<file path="src/rtl/sample_buf_pkg.sv">
// rtl/sample_buf_pkg.sv - shared types and constants for the capture sample buffer
//
// Purpose : state encoding of the sample buffer reader and the sample RAM
//           geometry shared with the capture-side write counter.
// Contents: SAMPLE_ADDR_W  sample RAM address width
//           SAMPLE_DATA_W  sample width in bits
//           rd_state_e     reader FSM states
package sample_buf_pkg;

   localparam int SAMPLE_ADDR_W = 10;
   localparam int SAMPLE_DATA_W = 8;

   typedef enum logic [2:0] {
      IDLE    = 3'd0,
      FETCH   = 3'd1,
      WAIT    = 3'd2,
      PRESENT = 3'd3,
      DONE    = 3'd4
   } rd_state_e;

endpackage

</file>
<file path="src/rtl/sample_buffer_reader.sv">
// rtl/sample_buffer_reader.sv - reads the circular capture buffer back to the host, oldest first
//
// Purpose : on in_start, walks all 2**ADDR_W RAM locations beginning at the
//           capture write pointer and hands each byte to the host through a
//           valid/ack handshake.
// Ports   : in_clk, in_reset_n      clock, synchronous active-low reset
//           in_start, in_abort      one-cycle control pulses
//           in_wr_ptr               capture write pointer (oldest sample)
//           out_rd_en, out_rd_addr  RAM read port, data returns next cycle
//           in_rd_data              RAM read data
//           out_data, out_valid     byte to host, held until in_ack
//           in_ack                  host accepts out_data
//           out_busy, out_done      readout in progress / complete
//           out_checksum            running byte sum (SAMPLE_BUFFER_READER_CHECKSUM_EN only)
// Build   : define SAMPLE_BUFFER_READER_CHECKSUM_EN to add the checksum output.
module sample_buffer_reader
   import sample_buf_pkg::*;
#(
   parameter int ADDR_W = SAMPLE_ADDR_W,
   parameter int DATA_W = SAMPLE_DATA_W
) (
   input  logic              in_clk,
   input  logic              in_reset_n,
   input  logic              in_start,
   input  logic              in_abort,
   input  logic [ADDR_W-1:0] in_wr_ptr,
   output logic              out_rd_en,
   output logic [ADDR_W-1:0] out_rd_addr,
   input  logic [DATA_W-1:0] in_rd_data,
   output logic [DATA_W-1:0] out_data,
   output logic              out_valid,
   input  logic              in_ack,
   output logic              out_busy,
`ifdef SAMPLE_BUFFER_READER_CHECKSUM_EN
   output logic [DATA_W-1:0] out_checksum,
`endif
   output logic              out_done
);

   // Count value whose acknowledgement completes the buffer.
   localparam logic [ADDR_W:0] LAST_COUNT = (ADDR_W+1)'((2 ** ADDR_W) - 1);

   rd_state_e         state;
   logic [ADDR_W-1:0] addr;
   logic [ADDR_W:0]   count;
   logic              start_ok;
   logic              ack_ok;
   logic [ADDR_W-1:0] addr_inc;

   // A start is only honoured when no readout is running.
   assign start_ok = in_start && ((state == IDLE) || (state == DONE));
   // PRESENT always has out_valid set, so this is the accepted handshake.
   assign ack_ok   = (state == PRESENT) && in_ack;
   assign addr_inc = addr + ADDR_W'(1);

   always_ff @(posedge in_clk) begin
      if (!in_reset_n) begin
         state       <= IDLE;
         addr        <= '0;
         count       <= '0;
         out_rd_en   <= 1'b0;
         out_rd_addr <= '0;
         out_data    <= '0;
         out_valid   <= 1'b0;
         out_busy    <= 1'b0;
         out_done    <= 1'b0;
      end else if (in_abort) begin
         // out_data and out_rd_addr deliberately keep their last values.
         state     <= IDLE;
         out_rd_en <= 1'b0;
         out_valid <= 1'b0;
         out_busy  <= 1'b0;
         out_done  <= 1'b0;
      end else if (start_ok) begin
         state       <= FETCH;
         addr        <= in_wr_ptr;
         count       <= '0;
         out_rd_en   <= 1'b1;
         out_rd_addr <= in_wr_ptr;
         out_busy    <= 1'b1;
         out_done    <= 1'b0;
      end else begin
         // Read enable is a single-cycle strobe issued on entry to FETCH.
         out_rd_en <= 1'b0;
         case (state)
            FETCH: begin
               state <= WAIT;
            end
            WAIT: begin
               // RAM data for the FETCH address is on in_rd_data now.
               out_data  <= in_rd_data;
               out_valid <= 1'b1;
               state     <= PRESENT;
            end
            PRESENT: begin
               if (in_ack) begin
                  out_valid <= 1'b0;
                  addr      <= addr_inc;
                  count     <= count + (ADDR_W+1)'(1);
                  if (count == LAST_COUNT) begin
                     state    <= DONE;
                     out_busy <= 1'b0;
                     out_done <= 1'b1;
                  end else begin
                     state       <= FETCH;
                     out_rd_en   <= 1'b1;
                     out_rd_addr <= addr_inc;
                  end
               end
            end
            IDLE, DONE: begin
               state <= state;
            end
            default: begin
               state    <= IDLE;
               out_busy <= 1'b0;
               out_done <= 1'b0;
            end
         endcase
      end
   end

`ifdef SAMPLE_BUFFER_READER_CHECKSUM_EN
   // Sum of accepted bytes; survives DONE and abort so the host can read it.
   always_ff @(posedge in_clk) begin
      if (!in_reset_n) begin
         out_checksum <= '0;
      end else if (in_abort) begin
         out_checksum <= out_checksum;
      end else if (start_ok) begin
         out_checksum <= '0;
      end else if (ack_ok) begin
         out_checksum <= out_checksum + out_data;
      end
   end
`endif

endmodule
</file>
<file path="config.mk">
export PLATFORM = sky130hd
export DESIGN_NAME = sample_buffer_reader
export DESIGN_NICKNAME = d
export VERILOG_FILES = /design/src/rtl/sample_buf_pkg.sv /design/src/rtl/sample_buffer_reader.sv
export SDC_FILE = /design/constraint.sdc
export NUM_CORES = 1
export LEC_CHECK = 0
export CAP_MARGIN = 20
export CORE_ASPECT_RATIO = 0.75
export CORE_MARGIN = 2
export CORE_UTILIZATION = 50
export DETAILED_ROUTE_END_ITERATION = 8
export GPL_ROUTABILITY_DRIVEN = 0
export PLACE_DENSITY = 0.77
export REMOVE_ABC_BUFFERS = 1
export SETUP_SLACK_MARGIN = 0.05
export SLEW_MARGIN = 20
export SYNTH_ARGS = -nofsm -noshare
export SYNTH_HDL_FRONTEND = slang
export SYNTH_SLANG_ARGS = --single-unit
</file>
<file path="constraint.sdc">
create_clock -name in_clk -period 2.4 [get_ports in_clk]
set_input_delay 0.48 -clock in_clk [delete_from_list [all_inputs] [get_ports in_clk]]
set_output_delay 0.48 -clock in_clk [all_outputs]
set_load 0.01 [all_outputs]
</file>
After elaboration in Yosys (flattened, before gate mapping)
Index checks and enable logic that the tools add are counted.

cells by class
  equal/unequal tests = 12
  bitwise gates (word level) = 5
  reductions and logical operators = 18
  add/subtract/negate cells = 2
  multiplexer cells = 27

operators with widths
  kind                   count
  $mux 10                7
  $mux 11                3
  $reduce_and 3->1       5
  $pmux 3 s4             1
  $add 11x1->11 const B  1
  $eq 11x10->1 const B   1
  $mux 1                 11
  $add 10x1->10 const B  1
  $eq 3x2->1 const B     2
  $mux 3                 2
  $ne 2x2->1 const B     3
  $pmux 1 s2             3
  $reduce_bool 2->1      3
  $not 1->1              5
  $ne 2x1->1 const B     2
  $reduce_and 2->1       2
  $reduce_and 4->1       1
  $reduce_or 2->1        2
  $reduce_or 4->1        1
  $eq 3x1->1 const B     1
  $eq 3x3->1 const B     1
  $logic_not 3->1        1
  $ne 3x2->1 const B     1
  $ne 3x3->1 const B     1
  3 further kinds        3

word-level totals
  input bits = 23
  bits in registers = 46

Longest topological paths before layout
  depth after elaboration = 5
  mapped depth = 7

Least setup slack after synthesis
No wires, ideal clock.

  path type = reg-to-reg
  start point = register count[0]
  end point = register out_rd_addr[0]
  clock period less this slack = 1.925 ns
  data arrival time = 1.809 ns
  stages on the path, launching flop included = 8
  data required time = 2.284 ns
  path slack = 0.475 ns
  cells stage by stage = dfxtp_1 -> ha_1 -> nand3_1 -> or4_1 -> clkbuf_1 -> and2_1 -> buf_2 -> o211a_1

between the ends
  longest elaborated chain between the ends = 3

ends and longest elaborated chain
  element                     line                         source
  start, declared             sample_buffer_reader.sv:45   logic [ADDR_W:0] count;
  start signal, assigned      sample_buffer_reader.sv:99   count <= count + (ADDR_W+1)'(1);
  $eq 11x10->1                sample_buffer_reader.sv:100  if (count == LAST_COUNT) begin
  $ne 2x2->1 (no line)        n/a
  $reduce_and 4->1 (no line)  n/a
  end signal, assigned        sample_buffer_reader.sv:79   out_rd_addr <= in_wr_ptr;
  end signal, assigned        sample_buffer_reader.sv:107  out_rd_addr <= addr_inc;
  end, declared               sample_buffer_reader.sv:28   output logic [ADDR_W-1:0] out_rd_addr,

Every way passes these cells.
A chain may end at the register's enable or synchronous reset.

Worst setup path after layout
  start point = input in_start
  end point = register count[8]

between the ends
  longest elaborated chain between the ends = 3

ends and longest elaborated chain
  element                      line                        source
  start, declared              sample_buffer_reader.sv:24  input logic in_start,
  $logic_and 1x1->1 *          sample_buffer_reader.sv:51  assign start_ok = in_start && ((state == IDLE) || (state == DONE));
  $reduce_bool 2->1 (no line)  n/a
  $reduce_and 3->1 (no line)   n/a

Every way passes the cells marked *; elsewhere a longest branch is shown, timed or not.

==> impl_metrics.csv <==
group,metric,value,unit
outcome,status,"finished clean",
critical_path,critical_path_required,2.63,ns
synth,syn_area,0.002153,mm^2
synth,synth_common_cells,"dfxtp_1 (46), nand2_1 (44), a21oi_1 (21), nand3_1 (14), nor2_1 (13)",
clock_network,clkSlewWorstSetupHoldPaths,0.09,ns
die,rows,20,
finish,syn2layout_area_growth,31.20,%
place,dp.final_hpwl,3.851,mm
place,port_buffers,44,
power_and_ir_drop,p_int,0.001195,W
die,die_w,79.78,um
critical_path,setup.worst_path.class,"input port to flip-flop",
die,die_h,60.84,um
route,drc,0,
global_routing,globalRouteMet2Util,32.65,%
route,drt_iter0_drc,91,
global_routing,use_met1,35.73,%
clock_network,cts_tree,"yes",
synth,synth.avg_cell_area,8.379,um^2
clock_network,clock_latency,0.31,ns
critical_path,worstRegToRegCells,6,
route,viasPerCell,5.602,
route,ant_nets,0,
clock_network,numCtsBuffers,5,
sta,period_share,88.07,%
global_routing,grt_usage,23.22,%
synth,synthFlopType,"dfxtp_1",
sta,skew,0.008216,ns
power_and_ir_drop,p_per_area,560.2,mW/mm^2
power_and_ir_drop,sw_frac_of_total,24.52,%
synth,yosys.area.top_type_share,42.77,%
power_and_ir_drop,irDropWorstVdd,0.0003090,V
route,firstDrtPassIters,4,
critical_path,path_cells,"clkdlybuf4s50_1 -> or3b_1 -> a21o_1 -> or4_1 -> a21oi_1",
synth,synth_edf_count,0,
clock_network,post_cts_buffers,0,
synth,ys_types,46,
die,core,0.004104,mm^2
sta,hold_viol,0,
run,cap_viol_max_count,0,
power_and_ir_drop,power.leakage,0.9935,nW
sta,max_slew_margin,73.98,%
critical_path,cp_top_family,"simple AND/OR/NAND/NOR gates",
global_routing,grt_pass1_vias,1853,
sta,rsz0062_at_grt,"no",
global_routing,grtUsageMet3,5.060,%
route,wl_per_cell,14.25,um
critical_path,crit_arrival,2.34,ns
synth,async_flop_share,0,%
worst_hold_path,hold_class,"flip-flop to flip-flop",
clock_network,ctsResizeCount,0,
global_routing,grt_antenna_before_repair,0,
die,initial_core_util,52.47,%
sta,fmax,473.1,MHz
sta,worstMarginPinSlew,0.3880,ns
power_and_ir_drop,pwr-share-clk,37.1,%
clock_network,clockRootBuffer,"clkbuf_8",
global_routing,grt_start_max_net_pins,21,
power_and_ir_drop,seqPwrFrac,50.7,%
synth,synth_area_leaders,"dfxtp_1 (43%), nand2_1 (7.7%), a21oi_1 (4.9%), nand3_1 (3.3%), a211oi_1 (2.8%)",
die,die-area,0.004853,mm^2
synth,yosysWarnings,0,
global_routing,grt-ovfl-total,0,
route,wl,5.187,mm
finish,drive_gt1_share,9.385,%
critical_path,crit_slowest_cell,"or4_1",
finish,fin_area,0.002825,mm^2
route,vias,2039,
critical_path,r2r_end,"out_rd_addr[8]$_SDFFE_PN0P_",
global_routing,grt_pass1_wl,8.721,mm
critical_path,cp-start-kind,"input port",
power_and_ir_drop,power_frac_comb,12.2,%
sta,slew_viol_final,0,
critical_path,slowest_delay,0.51,ns
critical_path,path_max_fanout,7,
synth,seq_area_frac_synth,42.77,%
die,ios,45,
critical_path,critPathBufInv,1,
worst_hold_path,hold-path-endpoint,"out_data[5]$_SDFFE_PN0P_",
synth,synthMostInstantiatedCell,"dfxtp_1",
worst_hold_path,holdCritStartpoint,"out_data[5]$_SDFFE_PN0P_",
sta,setup_viol,0,
critical_path,r2r-start,"count[0]$_SDFFE_PN0P_",
finish,antennaDiodeCount,0,
synth,syn_inst,257,
clock_network,cts_htree_levels,2,
global_routing,gr-max-usage-layer,"met1",
synth,yosys.area.top_type,"dfxtp_1",
clock_network,cts_hold_buf,0,
critical_path,endpoint_kind,"flip-flop",
power_and_ir_drop,power.switching,0.0003880,W
worst_hold_path,min_path_cells,2,
sta,finalCriticalPeriod,2.114,ns
clock_network,cts.sinks,46,
sta,tns,0,ns
place,post_dp_cell_area,0.002713,mm^2
critical_path,rrSetupSlack,0.42,ns
synth,ys_seq_elements,46,
finish,fin_nets,333,
clock_network,clockBufferDepth,2,
==> cells in the final DEF (no fill, tap or decap), types with 7 or more instances in the layout <==
master	instances
nand3_1	14
dfxtp_1	46
clkdlybuf4s50_1	44
a211oi_1	8
nand2_1	44
buf_4	15
nor2_1	13
a21oi_1	21
nand2b_1	7
o22ai_1	7
o21ai_0	7
==> per-stage QoR <==
| step | util, % | setup WS, ns | instances | hold slack (ns) | power (W) |
|---|---|---|---|---|---|
| after floorplan | - | -0.2220 | 242 | 0.4407 | 0.0009004 |
| after global placement | 66.10 | 0.05628 | 356 | 0.4428 | 0.001010 |
| after detailed placement | 66.10 | -0.003916 | 356 | 0.4517 | 0.001011 |
| after CTS | 68.84 | 0.2986 | 364 | 0.4679 | 0.001587 |
| after global routing | 68.84 | 0.1975 | 364 | 0.4783 | 0.001644 |
| final | 68.84 | 0.2862 | 364 | 0.4659 | 0.001583 |
==> final cells by class <==
cell class                 instances  area, um^2
clock inverter                     3       43.79
timing repair buffer              59       553.0
multi-input combinational        191        1151
fill                             371        1279
tap                               55       68.82
sequential                        46       920.9
clock buffer                       5       68.82
inverter                           5       18.77
==> worst max path at each step <==
stage,from,endpoint,slack (ns),depth (start not counted)
6_report,in_start,count[8]$_SDFFE_PN0P_,0.29,5
3_3_place_gp,in_start,count[6]$_SDFFE_PN0P_,0.06,5
2_1_floorplan,in_start,out_rd_addr[8]$_SDFFE_PN0P_,-0.22,4
4_1_cts,in_start,count[8]$_SDFFE_PN0P_,0.30,5
5_1_grt,in_start,addr[7]$_SDFFE_PN0P_,0.20,6
3_5_place_dp,in_start,count[8]$_SDFFE_PN0P_,-0.004,5
==> logic make-up after synthesis <==
logic type	share of synthesized area (%)
AO/OA/AOI/OAI	22.49
XOR/XNOR	2.034
adder cells (fa/ha/maj)	1.162
buffers and inverters	4.009
flip-flops	42.77
multiplexers	2.847
AND/OR/NAND/NOR	24.70
==> worst min-delay path: stages (launching register included) <==
cell and delay, ns:
dfxtp_1 0.32, nand2_1 0.05, a21oi_1 0.06
==> flip-flops by register name, summed over array words and instances, names as in the netlist <==
register,flops
count,11
addr,10
out_rd_en,1
state,3
out_done,1
out_data,8
out_busy,1
out_valid,1
out_rd_addr,10
==> per-layer routing <==
layer / wire [um] / up-vias
met5: 0 / -
met4: 40 / 0
met3: 332 / 3
met2: 2150 / 58
met1: 2664 / 943
li1: - / 1035
==> power by group through the flow <==
stage / clock network [W] / logic (W) / registers (W)
6_report: 0.000588 / 0.000193 / 0.000802
5_1_grt: 0.000628 / 0.000211 / 0.000805
4_1_cts: 0.000592 / 0.000193 / 0.000802
3_5_place_dp: 0 / 0.000192 / 0.000819
3_3_place_gp: 0 / 0.000191 / 0.000819
2_1_floorplan: 0 / 0.0000799 / 0.000820
(Power assumes the default switching activity.)
==> RTL change (same settings) <==
The 5 states of `rd_state_e` get a one-hot encoding in 5 bits.
--- a/src/rtl/sample_buf_pkg.sv
+++ b/src/rtl/sample_buf_pkg.sv
@@ -11,10 +11,10 @@
    localparam int SAMPLE_DATA_W = 8;
 
-   typedef enum logic [2:0] {
-      IDLE    = 3'd0,
-      FETCH   = 3'd1,
-      WAIT    = 3'd2,
-      PRESENT = 3'd3,
-      DONE    = 3'd4
+   typedef enum logic [4:0] {
+      IDLE    = 5'b00001,
+      FETCH   = 5'b00010,
+      WAIT    = 5'b00100,
+      PRESENT = 5'b01000,
+      DONE    = 5'b10000
    } rd_state_e;
 
Function: same outputs for any inputs over 4 cycles, from zero or initial values and one cycle with in_reset_n low; so few cycles prove little.
==> RTL change against the unedited design <==
  * Synthesized area is 11% higher
  * Utilization decreased by 3.4 points
  * First-iteration DRC count shrank 6.6%
  * Total power fell by 7.1%
  * Final area grew 4.7%
  * Sequential cell count up 2
  * Routed wire length down 3.0%
  * Worst setup slack better by 0.10 ns
  * Count of clock-buffer cells in the layout increased by 1
  * Sequential power is 3.4% higher
  * Cell count fell by 2.5%
  * Critical path type is now register to register
==> RTL change: results (changes against the unedited design) <==
fillCellCount: 381  # +2.7%
dp_hpwl_mm: 3.766  # -2.2%
n_antenna_cell: 0  # unchanged
drive_gt1_frac: 0.1174  # +0.02360
place_area_um2: 2882  # +6.2%
synth_common_cells: "dfxtp_1 (48), nand2_1 (23)"
postSynthCellCount: 250  # -2.7%
top_regs: "count: 11 flops, addr: 10 flops, out_rd_addr: 10 flops"
worstPathArrival_ns: 2.17  # -0.17 ns
ctsRootBufferMaster: "clkbuf_8"
yosysUniqueCellTypes: 52  # +13%
clk_latency_ns: 0.29  # -0.02 ns
ir_drop_v: 0.0003705  # +20%
async_flop_share: 0  # unchanged
outcome: "finished, final reports clean"
grt_pass1_wl_mm: 8.756  # +0.40%
vias: 1963  # -3.7%
stdcell_count: 355  # -2.5%
cpPeakStageDelay_ns: 0.46  # -0.05 ns
post_cts_buffers: 0  # unchanged
grt_max_degree: 26  # +24%
ys_seq_area_frac: 0.4031  # -0.02451
cpLargestDelayFamily: "simple AND/OR/NAND/NOR gates"
yosysWarningCount: 0  # unchanged
slowest_stage: "nor4_1"
clk_pin_slew_ns: 0.09  # about the same
path_max_fanout: 4  # -3
post-place-ws_ns: 0.2823  # +0.2862 ns
synth_area_leaders: "dfxtp_1 (40%), mux2i_1 (5.9%), xnor2_1 (5.1%), nor2b_1 (3.7%), nand2_1 (3.6%)"
finClkSkew_ns: 0.006919  # -0.001297 ns
setup_ws_ns: 0.3884  # +0.1022 ns
dpl.cell_count: 348  # -2.2%
grtUsageMet1: 0.2956  # -0.06170
grt_usage: 0.1993  # -0.03285
wl_mm: 5.032  # -3.0%
dr.first_iter.drc_count: 85  # -6.6%
leakage_nw: 1.050  # +5.7%
grt_pass1_vias: 1848  # -0.27%
cts_buffers: 5  # unchanged
final_nets: 323  # -3.0%
max_slew.worst_pin.slew_ns: 0.5234  # +0.1354 ns
htreeDepth: 2  # unchanged
met3_usage: 0.03876  # -0.01184
io_buffers: 44  # unchanged
use_met2: 0.3020  # -0.02453
-- RTL change: changes by cell type after synthesis, moves of 6 or more --
cell      change
a21oi_1      -15
clkbuf_1      -6
mux2i_1       +9
nand2_1      -21
nor2b_1      +13
xnor2_1      +10
-- RTL change: power by group --
part	switching, mW	leakage (nW)	internal, mW
logic	0.0890	0.620	0.0990
registers	0.0157	0.389	0.813
clock network	0.255	0.0410	0.199
total	0.360	1.05	1.11
-- RTL change: worst paths after layout --
kind | start | end | slack [ns] | cells past startpoint
min | out_rd_addr[7] | out_rd_addr[7] | 0.47 | 2
max reg2reg | count[0] | state[0] | 0.39 | 6
max | count[0] | state[0] | 0.39 | 6
min reg2reg | out_rd_addr[7] | out_rd_addr[7] | 0.47 | 2
-- RTL change: per-layer routing --
metal,vias up,wire (um)
met4,0,34
li1,985,-
met3,2,248
met2,53,2161
met1,923,2588
met5,-,0
-- RTL change: kinds of logic (layout without fill, tap and decap cells) --
family	Yosys count	in the layout	share of synthesized area
compound gates	50	50	0.1774
mux	16	16	0.06824
xor+xnor	17	17	0.06247
fa+ha+maj	2	2	0.01050
flops	48	48	0.4031
simple gates	96	96	0.2283
buf+inv	21	69	0.04987
-- RTL change: layout make-up --
type	count	area (um^2)	area share
clock buffer	6	72.57	0.02452
clock inverter	1	5.005	0.001691
inverter	8	30.03	0.01015
multi-input combinational	181	1304	0.4406
sequential	48	960.9	0.3247
tap	57	71.32	0.02410
timing repair buffer	54	515.5	0.1742
-- RTL change: worst register-to-register path, stage by stage (launching register included) --
cell and delay [ns]:
dfxtp_1 0.39, ha_1 0.22, inv_1 0.12, or2_2 0.37
nor4_1 0.46, or3_1 0.19, o311ai_0 0.12
